$ cat src/rtl/rec_timer_if.sv
// Command/status bundle for the record/playback timer.
// Commands are single-cycle pulses with no handshake: a pulse is consumed on the edge that samples it.
interface rec_timer_if;
  logic       i_start_rec;
  logic       i_start_play;
  logic       i_pause;
  logic       i_stop;
  logic [5:0] o_sec;
  logic [5:0] o_rec_len;
  logic [1:0] o_state;
  logic       o_done;

  modport master (
    output i_start_rec, i_start_play, i_pause, i_stop,
    input  o_sec, o_rec_len, o_state, o_done
  );

  modport slave (
    input  i_start_rec, i_start_play, i_pause, i_stop,
    output o_sec, o_rec_len, o_state, o_done
  );
endinterface

$ cat src/rtl/rec_timer.sv
// Record/playback seconds timer: prescaled seconds counter driven by a four-state FSM,
// remembering the length of the last completed recording.
module rec_timer #(
  parameter int CLK_HZ  = 12000000,
  parameter int MAX_SEC = 31
) (
  input  logic        i_clk,
  input  logic        i_rst_n,
  rec_timer_if.slave  bus
);

  typedef enum logic [1:0] {
    S_IDLE  = 2'd0,
    S_REC   = 2'd1,
    S_PLAY  = 2'd2,
    S_PAUSE = 2'd3
  } state_e;

  localparam int            PW         = (CLK_HZ > 1) ? $clog2(CLK_HZ) : 1;
  localparam logic [PW-1:0] PRESC_LAST = PW'(CLK_HZ - 1);
  localparam logic [5:0]    SEC_MAX    = 6'(MAX_SEC);

  state_e        state_q, state_d;
  state_e        resume_q, resume_d;
  logic [PW-1:0] presc_q, presc_d;
  logic [5:0]    sec_q, sec_d;
  logic [5:0]    rec_len_q, rec_len_d;
  logic          done_q, done_d;

  logic       cmd_stop, cmd_pause, cmd_rec, cmd_play;
  logic       running, tick, natural_end, play_ok;
  logic [5:0] sec_inc;

  // Strict priority: a higher command masks all lower pulses in the same cycle.
  always_comb begin
    cmd_stop    = bus.i_stop;
    cmd_pause   = bus.i_pause & ~bus.i_stop;
    cmd_rec     = bus.i_start_rec & ~bus.i_pause & ~bus.i_stop;
    cmd_play    = bus.i_start_play & ~bus.i_start_rec & ~bus.i_pause & ~bus.i_stop;
    play_ok     = cmd_play & (rec_len_q != 6'd0);
    running     = (state_q == S_REC) || (state_q == S_PLAY);
    tick        = running && (presc_q == PRESC_LAST);
    sec_inc     = sec_q + 6'd1;
    // A command in the tick cycle swallows the tick.
    natural_end = tick && !cmd_stop && !cmd_pause &&
                  ((state_q == S_REC) ? (sec_inc >= SEC_MAX) : (sec_inc >= rec_len_q));
  end

  always_ff @(posedge i_clk or negedge i_rst_n) begin
    if (!i_rst_n) begin
      state_q   <= S_IDLE;
      resume_q  <= S_REC;
      presc_q   <= '0;
      sec_q     <= 6'd0;
      rec_len_q <= 6'd0;
      done_q    <= 1'b0;
    end else begin
      state_q   <= state_d;
      resume_q  <= resume_d;
      presc_q   <= presc_d;
      sec_q     <= sec_d;
      rec_len_q <= rec_len_d;
      done_q    <= done_d;
    end
  end

  always_comb begin
    state_d  = state_q;
    resume_d = resume_q;
    case (state_q)
      S_IDLE: begin
        if (cmd_rec)      state_d = S_REC;
        else if (play_ok) state_d = S_PLAY;
      end
      S_REC, S_PLAY: begin
        if (cmd_stop) state_d = S_IDLE;
        else if (cmd_pause) begin
          state_d  = S_PAUSE;
          resume_d = state_q;
        end else if (natural_end) state_d = S_IDLE;
      end
      S_PAUSE: begin
        if (cmd_stop)       state_d = S_IDLE;
        else if (cmd_pause) state_d = resume_q;
      end
      default: state_d = S_IDLE;
    endcase
  end

  always_comb begin
    presc_d   = presc_q;
    sec_d     = sec_q;
    rec_len_d = rec_len_q;
    done_d    = 1'b0;
    case (state_q)
      S_IDLE: begin
        presc_d = '0;
        if (cmd_rec || play_ok) sec_d = 6'd0;
      end
      S_REC, S_PLAY: begin
        if (cmd_stop) begin
          presc_d = '0;
          if (state_q == S_REC) rec_len_d = sec_q;
        end else if (cmd_pause) begin
          presc_d = presc_q;
        end else if (tick) begin
          presc_d = '0;
          sec_d   = sec_inc;
          if (natural_end) begin
            done_d = 1'b1;
            if (state_q == S_REC) rec_len_d = SEC_MAX;
          end
        end else begin
          presc_d = presc_q + 1'b1;
        end
      end
      S_PAUSE: begin
        if (cmd_stop) begin
          presc_d = '0;
          if (resume_q == S_REC) rec_len_d = sec_q;
        end
      end
      default: presc_d = '0;
    endcase
  end

  always_comb begin
    bus.o_state   = state_q;
    bus.o_sec     = sec_q;
    bus.o_rec_len = rec_len_q;
    bus.o_done    = done_q;
  end

endmodule

$ cat src/flat_wrapper.sv
// flat-port wrapper written by rule: the top's interface ports become plain ports
module rec_timer_flat 
#(
  parameter int CLK_HZ  = 12000000,
  parameter int MAX_SEC = 31
)
  (i_clk, i_rst_n, bus_i_start_rec, bus_i_start_play, bus_i_pause, bus_i_stop, bus_o_sec, bus_o_rec_len, bus_o_state, bus_o_done);
  rec_timer_if bus_i ();
  input  logic i_clk;
  input  logic i_rst_n;
  input wire logic [$bits(bus_i.i_start_rec)-1:0] bus_i_start_rec;
  input wire logic [$bits(bus_i.i_start_play)-1:0] bus_i_start_play;
  input wire logic [$bits(bus_i.i_pause)-1:0] bus_i_pause;
  input wire logic [$bits(bus_i.i_stop)-1:0] bus_i_stop;
  output wire logic [$bits(bus_i.o_sec)-1:0] bus_o_sec;
  output wire logic [$bits(bus_i.o_rec_len)-1:0] bus_o_rec_len;
  output wire logic [$bits(bus_i.o_state)-1:0] bus_o_state;
  output wire logic [$bits(bus_i.o_done)-1:0] bus_o_done;
  assign bus_i.i_start_rec = bus_i_start_rec;
  assign bus_i.i_start_play = bus_i_start_play;
  assign bus_i.i_pause = bus_i_pause;
  assign bus_i.i_stop = bus_i_stop;
  assign bus_o_sec = bus_i.o_sec;
  assign bus_o_rec_len = bus_i.o_rec_len;
  assign bus_o_state = bus_i.o_state;
  assign bus_o_done = bus_i.o_done;
  rec_timer #(.CLK_HZ(CLK_HZ), .MAX_SEC(MAX_SEC)) u_core (.i_clk(i_clk), .i_rst_n(i_rst_n), .bus(bus_i));
endmodule
$ cat config.mk
export PLATFORM = sky130hd
export DESIGN_NAME = rec_timer_flat
export DESIGN_NICKNAME = d
export VERILOG_FILES = /design/src/rtl/rec_timer_if.sv /design/src/rtl/rec_timer.sv /design/src/flat_wrapper.sv
export SDC_FILE = /design/constraint.sdc
export NUM_CORES = 1
export LEC_CHECK = 0
export ABC_AREA = 1
export CAP_MARGIN = 25
export CORE_MARGIN = 2
export CORE_UTILIZATION = 52
export CTS_BUF_LIST = sky130_fd_sc_hd__clkbuf_2
export DETAILED_ROUTE_END_ITERATION = 10
export PLACE_DENSITY = 0.85
export SLEW_MARGIN = 20
export SYNTH_ARGS = -nofsm -noshare
export SYNTH_HDL_FRONTEND = slang
export SYNTH_SLANG_ARGS = --single-unit
$ cat constraint.sdc
create_clock -name i_clk -period 1.8 [get_ports i_clk]
set_input_delay 0.54 -clock i_clk [delete_from_list [all_inputs] [get_ports i_clk]]
set_output_delay 0.54 -clock i_clk [all_outputs]
set_load 0.1 [all_outputs]
**Word-level counts from Yosys, hierarchy flattened**

Cells that the tools add are included.

- Register bits: 41
- Output and inout bits: 15

- $add $sub $neg: 2
- Magnitude comparators: 2
- Equal/unequal tests: 18
- Muxes and demuxes: 33
- Bitwise gates (word level): 10
- Reduce and logical (&&, ||, !) cells: 18

Operator list:

| operator | number |
|---|---|
| $mux W24 | 4 |
| $mux W6 | 12 |
| $pmux W24 S3 | 1 |
| $add A24 B1 Y24 const B | 1 |
| $eq A24 B24 Y1 const B | 1 |
| $pmux W6 S2 | 2 |
| $mux W2 | 7 |
| $ne A3 B2 Y1 const B | 3 |
| $ne A2 B1 Y1 const B | 4 |
| $and A1 B1 Y1 | 7 |
| $reduce_and A7 Y1 | 1 |
| $add A6 B1 Y6 const B | 1 |
| $ge A6 B5 Y1 const B | 1 |
| $ge A6 B6 Y1 | 1 |
| $mux W1 | 6 |
| $ne A2 B2 Y1 const B | 3 |
| $pmux W2 S3 | 1 |
| $reduce_and A3 Y1 | 2 |
| $reduce_bool A6 Y1 | 1 |
| $reduce_and A5 Y1 | 1 |
| $eq A2 B1 Y1 const B | 2 |
| $eq A2 B2 Y1 const B | 2 |
| $logic_and A1 B1 Y1 | 4 |
| $ne A4 B2 Y1 const B | 1 |
| other kinds (9) | 14 |

**Longest topological paths before layout**

Gate-level depths: netlist of the first run.

- Depth in word-level cells: 11
- Gate-level depth with buffers: 18
- Gate-level depth less buffers: 17

**Worst setup path before layout of the first run**

OpenSTA, ideal clock, no wires.

- Kind: register to register
- From: reg u_core.sec_q[0], in the netlist u_core.bus.o_sec[0]
- To: reg u_core.rec_len_q[5], in the netlist u_core.bus.o_rec_len[5]
- Setup time: 0.123 ns
- Data arrival time: 2.613 ns
- Setup slack: -0.936 ns
- Cell stages (with the launch flop): 19
- Buffers on the path: 1
- Period minus slack after synthesis: 2.736 ns
- Cell sequence: dfrtp_1 > inv_1 > ha_1 > inv_1 > ha_1 > nand2_1 > nand2_1 > nand2_1 > nand2_1 > nand2_1 > nand2_1 > nand2_1 > nand2_1 > nand3_1 > nand2_1 > nand2_2 > buf_6 > nand2_1 > o21ai_2

- Cells in the longest elaborated chain, start to end: 6
- Elaborated cells on any way between the ends: 7
- Classes of those cells: add/sub (1); order compare (2); eq/ne (1); mux (1); reduce/logical (2)

Ends and longest elaborated chain:

| what | line | text |
|---|---|---|
| start: declaration | rec_timer.sv:26 | `logic [5:0] sec_q, sec_d;` |
| start signal: assignment | rec_timer.sv:54 | `sec_q <= 6'd0;` |
| start signal: assignment | rec_timer.sv:61 | `sec_q <= sec_d;` |
| $add A6 B1 Y6 * | rec_timer.sv:43 | `sec_inc = sec_q + 6'd1;` |
| $ge A6 B6 Y1 / $ge A6 B5 Y1 (equally long branches) | rec_timer.sv:46 | `((state_q == S_REC) ? (sec_inc >= SEC_MAX) : (sec_inc >= rec_len_q));` |
| $mux W1 * | rec_timer.sv:46 |  |
| $logic_and A1 B1 Y1 * | rec_timer.sv:45 | `natural_end = tick && !cmd_stop && !cmd_pause &&` |
| $ne A3 B2 Y1 (no line) * | n/a |  |
| $reduce_and A7 Y1 (no line) * | n/a |  |
| end signal: assignment | rec_timer.sv:62 | `rec_len_q <= rec_len_d;` |
| end: declaration | rec_timer.sv:27 | `logic [5:0] rec_len_q, rec_len_d;` |

Mark *: on every way between the ends. The rest lies on a longest branch, timed or not.
A chain may end at the register's enable or synchronous reset.

**Worst setup path after layout of the first run**

- From: reg u_core.sec_q[1], in the netlist u_core.bus.o_sec[1]
- To: reg u_core.rec_len_q[5], in the netlist u_core.bus.o_rec_len[5]

Same word-level chain as after synthesis.

==> flow_metrics.tcl, run 1 <==
set metrics [dict create \
    cts_hold_buffers 0 \
    yosys.area.top_type "dfrtp_1" \
    yosys_most_used_dff "dfrtp_1" \
    path_max_fanout 6 \
    final_max_slew_viol_count 0 \
    n_antenna_cell 0 \
    wl_per_cell_um 22.54 \
    cts_buffer_depth 2 \
    fin_nets 481 \
    wl_met3_um 1426 \
    synth-edff-count 0 \
    final.setup.worst_slack_ns -0.8499 \
    ant_nets 0 \
    row_count 26 \
    worst_clock_skew_ns 0.05253 \
    synth_seq_cells 41 \
    yosys-top-cells-area "dfrtp_1 (38%), nand2_1 (12%), inv_1 (6.9%)" \
    io_buffers 20 \
    core_sq_um 5010 \
    first_global_vias 2916 \
    top_layer "met4" \
    post-route-period-util_pct 147.2 \
    yosysUniqueCellTypes 36 \
    routabilityCongestion 0.9218 \
    worstSetupEndpointType "flip-flop" \
    avgSynthCellArea_sq_um 7.437 \
    drt-pass1-iter-count 11 \
    ios 21 \
    wl_um 12020 \
    hp-class "input port to asynchronous set/reset pin" \
    netlist_instances 357 \
    worst_pin_slew_ns 0.6040 \
    setup.worst_path.start_class "flip-flop" \
    fp.dieH_um 75.46 \
    ir_drop_mv 1.161 \
    start_util_pct 53.00 \
    synth_top_area_share_pct 37.70 \
    setup_viol 46 \
    synthesis.area_sq_um 2655 \
    required_ns 2.16 \
    clk_pin_slew_ns 0.27 \
    drv_cap 0 \
    antenna_found_initial 0 \
    fillers 194 \
    dp_slack_ns -0.5885 \
    async_flop_share_pct 100.0 \
    vias 3459 \
    grtUsageTotal_pct 32.40 \
    die_w_um 75.46 \
    crit_arrival_ns 3.01 \
    drive_above_1_share_pct 44.06 \
    synthToLayoutAreaGrowth_pct 61.07 \
    netlist_top_cells_count "nand2_1 (84), inv_1 (49), nor2_1 (48), dfrtp_1 (40), nand3_1 (24)" \
    violations "design-rule violations, negative hold slack, negative setup slack" \
    wl_met2_um 5502 \
    drc_errors 1 \
    grt_pass1_wl_um 13880 \
    met1_length_um 3992 \
    htree_num_levels 2 \
    clk_latency_ns 0.44 \
    dpl_cell_area_sq_um 3641 \
    max_freq_ghz 0.3774 \
    power.total_mw 6.533 \
    cts_sinks 41 \
    die_area_sq_um 5693 \
    overflow 0 \
    numCtsBuffers 5 \
    slew_headroom_pct 59.66 \
    hpwl_um 5680 \
    fin_tns_setup_ns -20.16 \
    stdcell_area_sq_um 4277 \
    crit_type "flip-flop to flip-flop" \
    final-hold-violation-count 6 \
    drtIter0Drc 583 \
    power_leakage_nw 1.900 \
    grt_start_max_net_pins 26 \
    tritoncts "done" \
    outcome "finished with violations" \
    viasPerCell 6.490 \
    yosysMostFrequentCell "nand2_1" \
    rsz0062_at_grt "true" \
    seq_area_frac_synth_pct 38.69 \
    synth.net_count 376 \
    root_buffer "clkbuf_2" \
    timing.hold.ws_ns -0.01569 \
    yosysWarnings 0 \
    powerDensity_nw_per_um2 1528 \
    period_needed_ns 2.650 \
]
-- final timing paths --
check	startpoint	to	slack (ns)	cells after the start
max	u_core.bus.o_sec[1]$_DFFE_PN0P_	u_core.bus.o_rec_len[5]$_DFFE_PN0P_	-0.85	15
min	i_rst_n	u_core.presc_q[0]$_DFFE_PN0P_	-0.02	1
max reg2reg	u_core.bus.o_sec[1]$_DFFE_PN0P_	u_core.bus.o_rec_len[5]$_DFFE_PN0P_	-0.85	15
min reg2reg	u_core.resume_q[0]$_DFFE_PN1P_	u_core.resume_q[0]$_DFFE_PN1P_	0.63	2
max in group asynchronous	i_rst_n	u_core.presc_q[12]$_DFFE_PN0P_	1.25	2
min in group i_clk	u_core.resume_q[0]$_DFFE_PN1P_	u_core.resume_q[0]$_DFFE_PN1P_	0.63	2
-- final cells by class --
class,instances,area (sq um),share of cell area (%)
multi-input combinational,262,1827,42.72
timing repair buffer,102,1064,24.87
sequential,41,1054,24.63
inverter,50,207.7,4.857
tap,70,87.58,2.048
clock buffer,5,25.02,0.5851
clock inverter,3,12.51,0.2926
-- critical path: stages, from the launching register on --
cell and delay, ns:
dfrtp_4 0.59, ha_4 0.20, xor2_2 0.15, ha_1 0.29, nand2_1 0.06, inv_1 0.07, nand2_1 0.07, nand2_1 0.13
nand2_1 0.15, nand2_1 0.14, nand2_1 0.10, nand2_2 0.10, nand3_4 0.09, nand2_4 0.12, nand2_4 0.10, o21ai_2 0.22
-- state kept, by name (all words and copies together), names as in the netlist --
| register | flops |
|---|---|
| u_core.presc_q | 24 |
| u_core.bus.o_rec_len | 6 |
| u_core.bus.o_sec | 6 |
| u_core.bus.o_state | 2 |
| u_core.resume_q | 2 |
| u_core.bus.o_done | 1 |
-- metrics by stage --
step           util, %  instances  hold WS (ns)
3_5_place_dp     72.68        503        0.4985
3_3_place_gp     72.68        503        0.4889
2_1_floorplan        -        357        0.2444
4_1_cts          77.20        521      0.007094
6_report         85.36        533      -0.01569
5_1_grt          85.36        533     -0.004232
-- report_power, final --
group	leakage [nW]	internal (mW)	switching, mW	total (mW)
Combinational	1.34	1.85	2.94	4.79
Clock	0.0278	0.0852	0.344	0.429
Sequential	0.535	1.11	0.201	1.31
Total	1.90	3.05	3.48	6.53
-- cells in the final DEF, fill, tap and decap left out, types with 9 or more instances in the layout --
cell type and count:
a21oi_1 11, buf_12 16, buf_4 57, buf_6 24
dfrtp_1 29, ha_1 10, inv_1 40, nand2_1 69
nand2_2 12, nand3_1 14, nand4_1 10, nor2_1 38
nor2_4 9
-- per-layer routing --
| metal | track usage (%) | vias to the layer above |
|---|---|---|
| li1 | - | 1369 |
| met1 | 38.58 | 1575 |
| met2 | 55.17 | 376 |
| met3 | 7.143 | 139 |
| met4 | 16.18 | 0 |
| met5 | 0 | - |
-- kinds of logic after synthesis --
group / after synthesis / share of synthesized area (%)
compound gates: 46 / 10.60
xor+xnor: 9 / 3.252
fa+ha+maj: 13 / 6.126
buf+inv: 55 / 8.199
flops: 41 / 38.69
simple gates: 193 / 33.13
-- repair_timing --
action,in CTS,in global routing
pin swaps,7,19
cloned,1,1
resized for setup,33,83
setup endpoints to repair,39,45
endpoints found under the hold margin,0,0
buffers inserted,10,15
Note: power is estimated with default switching activity, not from simulation.
==> run 2: changes to the inputs <==
--- a/config.mk
+++ b/config.mk
@@ -11,6 +11,7 @@
 export CORE_UTILIZATION = 52
 export CTS_BUF_LIST = sky130_fd_sc_hd__clkbuf_2
 export DETAILED_ROUTE_END_ITERATION = 10
+export GPL_TIMING_DRIVEN = 0
 export PLACE_DENSITY = 0.85
 export SLEW_MARGIN = 20
 export SYNTH_ARGS = -nofsm -noshare
==> flow_metrics.tcl, run 2 (synthesis gave the netlist of run 1 again) <==
set metrics [dict create \
    start_util_pct 53.00 \
    wl_met3_um 573 \
    rsz0062_at_grt "true" \
    slew_headroom_pct 66.93 \
    synthToLayoutAreaGrowth_pct 43.45 \
    crit_type "flip-flop to flip-flop" \
    ios 21 \
    largest_register "u_core.presc_q" \
    vias 2869 \
    powerDensity_nw_per_um2 1512 \
    regToRegStartpoint "u_core.bus.o_state[1]$_DFFE_PN0P_" \
    r2r_end "u_core.bus.o_rec_len[5]$_DFFE_PN0P_" \
    crit_start "u_core.bus.o_state[1]$_DFFE_PN0P_" \
    top_layer "met4" \
    worstSetupEndpointType "flip-flop" \
    max_freq_ghz 0.4323 \
    r2r_cells 9 \
    timing.hold.ws_ns 0.04957 \
    path_max_fanout 10 \
    reg2reg_slack_ns -0.51 \
    grt_start_max_net_pins 23 \
    period_needed_ns 2.313 \
    fin_nets 439 \
    wl_um 8528 \
    final_cell_mix "nand2_1 (67), inv_1 (42), nor2_1 (41)" \
    overflow 0 \
    routabilityCongestion 0.8951 \
    numCtsBuffers 5 \
    grt_pass1_wl_um 11600 \
    row_count 26 \
    crit_path_top_delay_cell "dfrtp_4" \
    drive_above_1_share_pct 38.48 \
    viasPerCell 5.843 \
    worst_pin_slew_ns 0.4961 \
    crit_chain "inv_4, ha_4, buf_1, o21ai_0, a211oi_1, nand2_4, buf_8, nand2_2, o21ai_2" \
    root_buffer "clkbuf_2" \
    finalCoreUtilization_pct 76.02 \
    ir_drop_mv 0.8170 \
    antenna_found_initial 0 \
    setup.worst_path.start_class "flip-flop" \
    power_leakage_nw 1.669 \
    power.total_mw 5.757 \
    clk_pin_slew_ns 0.24 \
    fin_tns_setup_ns -10.92 \
    outcome "finished with violations" \
    first_global_vias 2596 \
    final.setup.worst_slack_ns -0.5133 \
    wl_met2_um 4193 \
    core_sq_um 5010 \
    hpwl_um 4417 \
    crit_arrival_ns 2.65 \
    drc_errors 0 \
    grtUsageTotal_pct 26.68 \
    fp.dieH_um 75.46 \
    cts_buffer_depth 2 \
    critPathTopFamily "compound AO/OA/AOI/OAI gates" \
    clk_latency_ns 0.43 \
    n_antenna_cell 0 \
    cts_hold_buffers 0 \
    drv_cap 0 \
    hp-class "input port to asynchronous set/reset pin" \
    post-route-period-util_pct 128.5 \
    path_buf_inv 3 \
    largest_reg_flops 24 \
    worst_clock_skew_ns 0.03809 \
    setup_viol 44 \
    htree_num_levels 2 \
    drt-pass1-iter-count 8 \
    drtIter0Drc 205 \
    io_buffers 20 \
    ant_nets 0 \
    required_ns 2.14 \
    worstSetupEndpoint "u_core.bus.o_rec_len[5]$_DFFE_PN0P_" \
    final-hold-violation-count 0 \
    max_stage_delay_ns 0.50 \
    path_depth 9 \
    met1_length_um 3288 \
    violations "negative setup slack" \
    tritoncts "done" \
    cts_sinks 41 \
    die_area_sq_um 5693 \
    die_w_um 75.46 \
    final_max_slew_viol_count 0 \
    final_common_cell "nand2_1" \
    wl_per_cell_um 17.37 \
]
run 2: layer usage:
metal	track usage, %	vias to the layer above
met4	12.87	0
li1	-	1282
met1	32.66	1337
met3	5.159	58
met5	0	-
met2	45.12	192
run 2: through the flow:
step	setup slack, ns	instances	instance area [sq um]
final	-0.5133	491	3809
after global routing	-0.6484	491	3809
after CTS	-0.3882	483	3532
after detailed placement	-0.6972	448	3087
after global placement	-1.132	447	3064
after floorplan	-0.4470	357	2776
run 2: worst reg2reg max path: cells and delay by family (launching register included):
family / cells / cell delay [ns]
adder cells (fa/ha/maj): 1 / 0.27
flip-flops: 1 / 0.50
AO/OA/AOI/OAI: 3 / 0.64
AND/OR/NAND/NOR: 2 / 0.20
buffers and inverters: 3 / 0.61
run 2: how the worst min path moves through the flow:
stage,cells past startpoint,slack (ns),startpoint,to
5_1_grt,1,0.05,i_rst_n,u_core.presc_q[8]$_DFFE_PN0P_
3_5_place_dp,2,0.49,u_core.bus.o_rec_len[3]$_DFFE_PN0P_,u_core.bus.o_rec_len[3]$_DFFE_PN0P_
6_report,1,0.05,i_rst_n,u_core.bus.o_sec[0]$_DFFE_PN0P_
4_1_cts,1,0.04,i_rst_n,u_core.bus.o_sec[0]$_DFFE_PN0P_
3_3_place_gp,2,0.49,u_core.bus.o_rec_len[1]$_DFFE_PN0P_,u_core.bus.o_rec_len[1]$_DFFE_PN0P_
2_1_floorplan,0,0.24,i_rst_n,u_core.bus.o_done$_DFF_PN0_
run 2: timing repair:
action                                  4_1_cts  5_1_grt
buffers inserted                             24       12
endpoints found under the hold margin         0        0
pin swaps                                    24       22
cloned                                        3        0
endpoints found under the setup margin       54       49
gates resized for setup                     150       65
run 2: final cells by class:
| cell class | instances | area (sq um) |
|---|---|---|
| multi-input cells | 261 | 1775 |
| fillers | 312 | 1201 |
| flip-flops and latches | 41 | 1054 |
| repair buffers | 57 | 605.6 |
| inverters | 50 | 210.2 |
| well taps | 70 | 87.58 |
| plain buffers | 4 | 37.54 |
| clock buffers | 7 | 35.03 |
| clock inverters | 1 | 3.754 |
run 2: power breakdown:
| part | total, mW | switching, mW | leakage [nW] | internal, mW |
|---|---|---|---|---|
| combinational | 4.02 | 2.41 | 1.10 | 1.60 |
| sequential | 1.32 | 0.205 | 0.535 | 1.11 |
| clock | 0.420 | 0.317 | 0.0306 | 0.104 |
| total | 5.76 | 2.94 | 1.67 | 2.82 |
